--- config.mk ---
export PLATFORM = sky130hd
export DESIGN_NAME = async_fifo_reader
export DESIGN_NICKNAME = d
export VERILOG_FILES = /design/src/rtl/async_fifo_reader_pkg.sv /design/src/rtl/rd_out_buf.sv /design/src/rtl/async_fifo_reader.sv
export SDC_FILE = /design/constraint.sdc
export NUM_CORES = 1
export LEC_CHECK = 0
export ABC_AREA = 1
export CAP_MARGIN = 15
export CORE_MARGIN = 4
export CORE_UTILIZATION = 50
export DETAILED_ROUTE_END_ITERATION = 10
export GPL_TIMING_DRIVEN = 0
export PLACE_DENSITY_LB_ADDON = 0.25
export SLEW_MARGIN = 30
export SYNTH_ARGS = -nofsm -noshare
export SYNTH_HDL_FRONTEND = slang
export SYNTH_SLANG_ARGS = --single-unit
export TNS_END_PERCENT = 50
--- constraint.sdc ---
create_clock -name rd_clk -period 3 [get_ports rd_clk]
set_clock_uncertainty 0.1 [all_clocks]
set_input_delay 0.45 -clock rd_clk [delete_from_list [all_inputs] [get_ports rd_clk]]
set_output_delay 0.45 -clock rd_clk [all_outputs]
set_load 0.02 [all_outputs]
--- src/rtl/async_fifo_reader_pkg.sv ---
// Shared types and sizing for the async_fifo read-side burst controller.
package async_fifo_reader_pkg;

   typedef enum logic [1:0] {
      ST_IDLE  = 2'd0,
      ST_READ  = 2'd1,
      ST_DRAIN = 2'd2,
      ST_DONE  = 2'd3
   } rd_state_e;

   localparam int BUF_DEPTH    = 4;
   localparam int MAX_INFLIGHT = 2;

   // occ counts 0..BUF_DEPTH, inflight counts 0..MAX_INFLIGHT
   localparam int PTR_W = $clog2(BUF_DEPTH);
   localparam int OCC_W = $clog2(BUF_DEPTH + 1);
   localparam int INF_W = $clog2(MAX_INFLIGHT + 1);

endpackage

--- src/rtl/rd_out_buf.sv ---
// Small single-clock output buffer between the FIFO read port and the
// downstream valid/ready stream. Head word is shown combinationally.
module rd_out_buf
   import async_fifo_reader_pkg::*;
#(
   parameter int d_width = 8
) (
   input  logic               clk,
   input  logic               reset,
   input  logic               push,
   input  logic [d_width-1:0] push_data,
   input  logic               pop,
   output logic [OCC_W-1:0]   occ,
   output logic               out_valid_o,
   output logic [d_width-1:0] out_data_o
);

   logic [d_width-1:0] mem [BUF_DEPTH];
   logic [PTR_W-1:0]   wr_ptr;
   logic [PTR_W-1:0]   rd_ptr;

   // storage, pointers and occupancy; the issuer never pushes into a full
   // buffer and the top only pops while valid
   always_ff @(posedge clk) begin
      if (reset) begin
         wr_ptr <= '0;
         rd_ptr <= '0;
         occ    <= '0;
         for (int i = 0; i < BUF_DEPTH; i++) mem[i] <= '0;
      end else begin
         if (push) begin
            mem[wr_ptr] <= push_data;
            wr_ptr      <= wr_ptr + PTR_W'(1);
         end
         if (pop) rd_ptr <= rd_ptr + PTR_W'(1);
         case ({push, pop})
            2'b10:   occ <= occ + OCC_W'(1);
            2'b01:   occ <= occ - OCC_W'(1);
            default: occ <= occ;
         endcase
      end
   end

   // data forced to 0 while empty so nothing stale is visible after reset
   always_comb begin
      out_valid_o = (occ != '0);
      out_data_o  = out_valid_o ? mem[rd_ptr] : '0;
   end

endmodule

--- src/rtl/async_fifo_reader.sv ---
// Read-side burst controller for async_fifo (rd_clk domain). Issues a
// programmed number of reads, absorbs the FIFO's one-cycle read latency and
// hands words downstream through a 4-entry buffer.
module async_fifo_reader
   import async_fifo_reader_pkg::*;
#(
   parameter int d_width = 8,
   parameter int len_w   = 4
) (
   input  logic               rd_clk,
   input  logic               reset,
   input  logic               start_i,
   input  logic [len_w-1:0]   len_i,
   input  logic               fifo_empty_i,
   input  logic [d_width-1:0] fifo_rd_data_i,
   output logic               fifo_rd_en_o,
   output logic               out_valid_o,
   output logic [d_width-1:0] out_data_o,
   input  logic               out_ready_i,
   output logic               busy_o,
   output logic               done_o
);

   rd_state_e          state, state_nxt;
   logic [len_w-1:0]   remaining;
   logic [len_w-1:0]   to_deliver;
   logic [OCC_W-1:0]   occ;
   logic [INF_W-1:0]   inflight;
   logic               cap_vld;
   logic [OCC_W:0]     pending;
   logic               start_ok;
   logic               xfer;
   logic               last_issue;
   logic               last_xfer;

   // buffer slots already spoken for: words held plus words still in flight
   assign pending    = (OCC_W+1)'(occ) + (OCC_W+1)'(inflight);
   assign start_ok   = start_i && (len_i != '0);
   assign xfer       = out_valid_o && out_ready_i;
   assign last_issue = fifo_rd_en_o && (remaining == len_w'(1));
   assign last_xfer  = xfer && (to_deliver == len_w'(1));

   // state register
   always_ff @(posedge rd_clk) begin
      if (reset) state <= ST_IDLE;
      else       state <= state_nxt;
   end

   // next-state logic
   always_comb begin
      state_nxt = state;
      case (state)
         ST_IDLE:  if (start_ok)   state_nxt = ST_READ;
         ST_READ:  if (last_issue) state_nxt = ST_DRAIN;
         ST_DRAIN: if (last_xfer)  state_nxt = ST_DONE;
         ST_DONE:                  state_nxt = ST_IDLE;
         default:                  state_nxt = ST_IDLE;
      endcase
   end

   // outputs decoded from state; read issue also throttled by buffer space
   always_comb begin
      busy_o       = (state != ST_IDLE);
      done_o       = (state == ST_DONE);
      fifo_rd_en_o = (state == ST_READ) && !fifo_empty_i &&
                     (remaining != '0) && (pending < (OCC_W+1)'(BUF_DEPTH));
   end

   // burst counters: loaded on an accepted start, stepped per issue/transfer
   always_ff @(posedge rd_clk) begin
      if (reset) begin
         remaining  <= '0;
         to_deliver <= '0;
      end else if (state == ST_IDLE) begin
         if (start_ok) begin
            remaining  <= len_i;
            to_deliver <= len_i;
         end
      end else begin
         if (fifo_rd_en_o) remaining  <= remaining - len_w'(1);
         if (xfer)         to_deliver <= to_deliver - len_w'(1);
      end
   end

   // read-latency tracking: a read issued this cycle is captured next cycle;
   // reset drops any word still in flight
   always_ff @(posedge rd_clk) begin
      if (reset) begin
         cap_vld  <= 1'b0;
         inflight <= '0;
      end else begin
         cap_vld  <= fifo_rd_en_o;
         inflight <= inflight + INF_W'(fifo_rd_en_o) - INF_W'(cap_vld);
      end
   end

   rd_out_buf #(.d_width(d_width)) u_buf (
      .clk         (rd_clk),
      .reset       (reset),
      .push        (cap_vld),
      .push_data   (fifo_rd_data_i),
      .pop         (xfer),
      .occ         (occ),
      .out_valid_o (out_valid_o),
      .out_data_o  (out_data_o)
   );

endmodule

==> qor.yml <==
clocking:
  root_buffer: "clkbuf_8"
  cts_tree: "built"
  post_cts_buffers: 0
  cts_hold_buf: 0
  h-tree-depth: 2
  clock_latency_ps: 300
  clkTransAtPathRegs_ps: 90
  clock_path_buffers: 2
  clock_sinks: 54
  ctsResizeCount: 0
  numCtsBuffers: 5
global_routing:
  grt_util_all_layers: 0.174
  grt_first_pass_wirelength_um: 8950
  antenna_found_initial: 0
  grt_overflow: 0
  grt_pass1_vias: 2047
  grt_start_max_net_pins: 17
setup_path:
  endpoint_kind: "output port"
  reg2reg_slack_ps: 900
  critPathKind: "register to output port"
  r2r_start: "u_buf.occ[1]"
  startpoint_type: "register"
  reg2regPathDepth: 11
  cp_max_fo: 10
  worst-endpoint-arrival_ps: 2070
  r2r-end: "u_buf.occ[2]"
  cp.required_ps: 2450
floorplan:
  die-area_sq_um: 6660
  pin_count: 29
  core-area_sq_um: 5170
  die_w_um: 81.6
  die_h_um: 81.6
  start_util: 0.524
  rows: 26
synth:
  synth_top_area_frac: 0.355
  syn-cell-area_sq_um: 2710
  yosys_most_used_dff: "edfxtp_1"
  async_reset_ff_frac: 0
  synth_cell_types: 25
  synthMuxAreaShare: 0
  synthAdderAreaFrac: 0.0628
  synth_largest_area_cell: "edfxtp_1"
  syn-num-nets: 343
  syn_inst: 313
  synth-compound-area-share: 0.115
  synthTopCellsByCount: "82 x nor2_1, 36 x inv_1, 35 x o21ai_0"
  yosys.area_share.simple: 0.213
  yosysMostFrequentCell: "nor2_1"
  synth_area_leaders: "edfxtp_1 35%, dfxtp_1 16%, nor2_1 11%"
  synth_top_family_by_area: "simple AND/OR/NAND/NOR gates"
  yosysSeqAreaShare: 0.517
  ys_ff_latch: 54
  yosysWarningCount: 0
  avgSynthCellArea_sq_um: 8.65
  synthXorXnorAreaFrac: 0.0162
  synth_edf_count: 32
drt:
  wl_per_cell_um: 12.8
  drc: 0
  drt-initial-drc-count: 86
  routed_wl_um: 5360
  drt-pass1-iter-count: 4
  via_count: 2131
  ant_nets: 0
  routed_via_density: 5.09
timing:
  min_period_ps: 2620
  finalHoldViolCount: 0
  max_freq_mhz: 381
  setup-violations-final: 0
  drv_slew: 0
  setup_tns_ps: 0
  rsz0062_at_grt: "false"
  fin_crit_sh: 0.875
  worstMarginPinSlew_ps: 857
  relSlewSlack: 0.425
placed_design:
  portBuffers: 28
  gp_congestion: 0.819
  place_hpwl_um: 3950
cells_and_area:
  area_delta_synth_final_pct: 17.5
  num_antenna_cells: 0
  drive_above_1_share: 0.103
  postLayoutCoreUtil: 0.615
  finalNetCount: 378
status:
  status: "finished clean"
pwr:
  p_per_area_nw_per_um2: 817
  vdd_ir_drop_max_uv: 551
  leakage_uw: 0.00135
hold_path:
  hold_path_startpoint: "remaining[1]"
  worstHoldEndpoint: "remaining[1]"
  hold_path_class: "register to register"
  hold_path_depth: 2
job:
  cap_violations: 0
-- area by class of cell --
| class | instances | area, sq um |
|---|---|---|
| Sequential cell | 54 | 1400 |
| Buffer | 7 | 46.3 |
| Clock buffer | 6 | 72.6 |
| Timing Repair Buffer | 28 | 280 |
| Tap cell | 70 | 87.6 |
| Inverter | 42 | 158 |
| Multi-Input combinational cell | 210 | 1100 |
| Clock inverter | 2 | 33.8 |
| Fill cell | 448 | 1990 |
-- critical path: stages, from the launching register on --
cell and delay (ps):
dfxtp_1 310, buf_4 170, inv_2 120, clkbuf_2 220, o21ai_0 120, a21oi_1 190, clkdlybuf4s50_1 640
-- report_power, final --
group / internal, uW / total [uW] / switching, uW
Sequential: 897 / 976 / 78.5
Combinational: 452 / 1160 / 704
Clock: 247 / 470 / 223
-- routing by layer --
| layer | wire length, um | global-route usage | up-vias | share of wire |
|---|---|---|---|---|
| met5 | 0 | 0 | - | 0 |
| li1 | - | - | 1080 | - |
| met4 | 75 | 0.0548 | 0 | 0.014 |
| met2 | 2660 | 0.318 | 39 | 0.50 |
| met3 | 230 | 0.0296 | 7 | 0.043 |
| met1 | 2390 | 0.206 | 1005 | 0.45 |
-- placed cells by master (no fill, tap or decap), types with 2 or more instances in the layout --
master / netlist / routed
nor2_1: 82 / 82
inv_1: 36 / 36
o21ai_0: 35 / 34
edfxtp_1: 32 / 32
clkdlybuf4s50_1: 0 / 28
nand2_1: 25 / 25
a21oi_1: 22 / 22
dfxtp_1: 22 / 22
ha_1: 12 / 12
nand3_1: 10 / 10
inv_2: 6 / 6
nand2_2: 5 / 5
clkbuf_8: 0 / 5
nor2_2: 4 / 4
buf_2: 3 / 3
a21oi_2: 3 / 3
xor2_1: 3 / 3
buf_4: 2 / 2
nand2_4: 2 / 2
xnor2_1: 2 / 2
-- sequential cells by signal, summed over array words and instances, names as in the netlist, named ones only --
signal        cells
inflight          2
u_buf.occ         3
u_buf.rd_ptr      2
remaining         4
to_deliver        4
u_buf.mem        32
u_buf.wr_ptr      2
cap_vld           1
state             2
-- worst max-delay path by stage --
stage,to,startpoint
after floorplan,u_buf.occ[2],u_buf.occ[1]
after global placement,fifo_rd_en_o,fifo_empty_i
after detailed placement,fifo_rd_en_o,fifo_empty_i
after CTS,out_data_o[3],register
after global routing,out_data_o[3],register
final,out_data_o[3],register
-- kinds of logic after synthesis --
kind of cell,Yosys count
buffers and inverters,49
DFF,54
and+or+nand+nor,132
xor gates and xnor gates,5
AOI/OAI and AO/OA,60
adders and majority gates,13
-- per-stage QoR --
stage	instance area, sq um	power [uW]	std cells	hold WS, ps	setup slack, ps
6_report	3180	2600	419	363	376
5_1_grt	3180	2800	419	403	246
4_1_cts	3180	2620	419	364	327
3_5_place_dp	3080	2150	411	351	512
3_3_place_gp	3080	2120	411	350	507
2_1_floorplan	2710	1800	313	333	1090
Power figures use the tool's default switching activity.
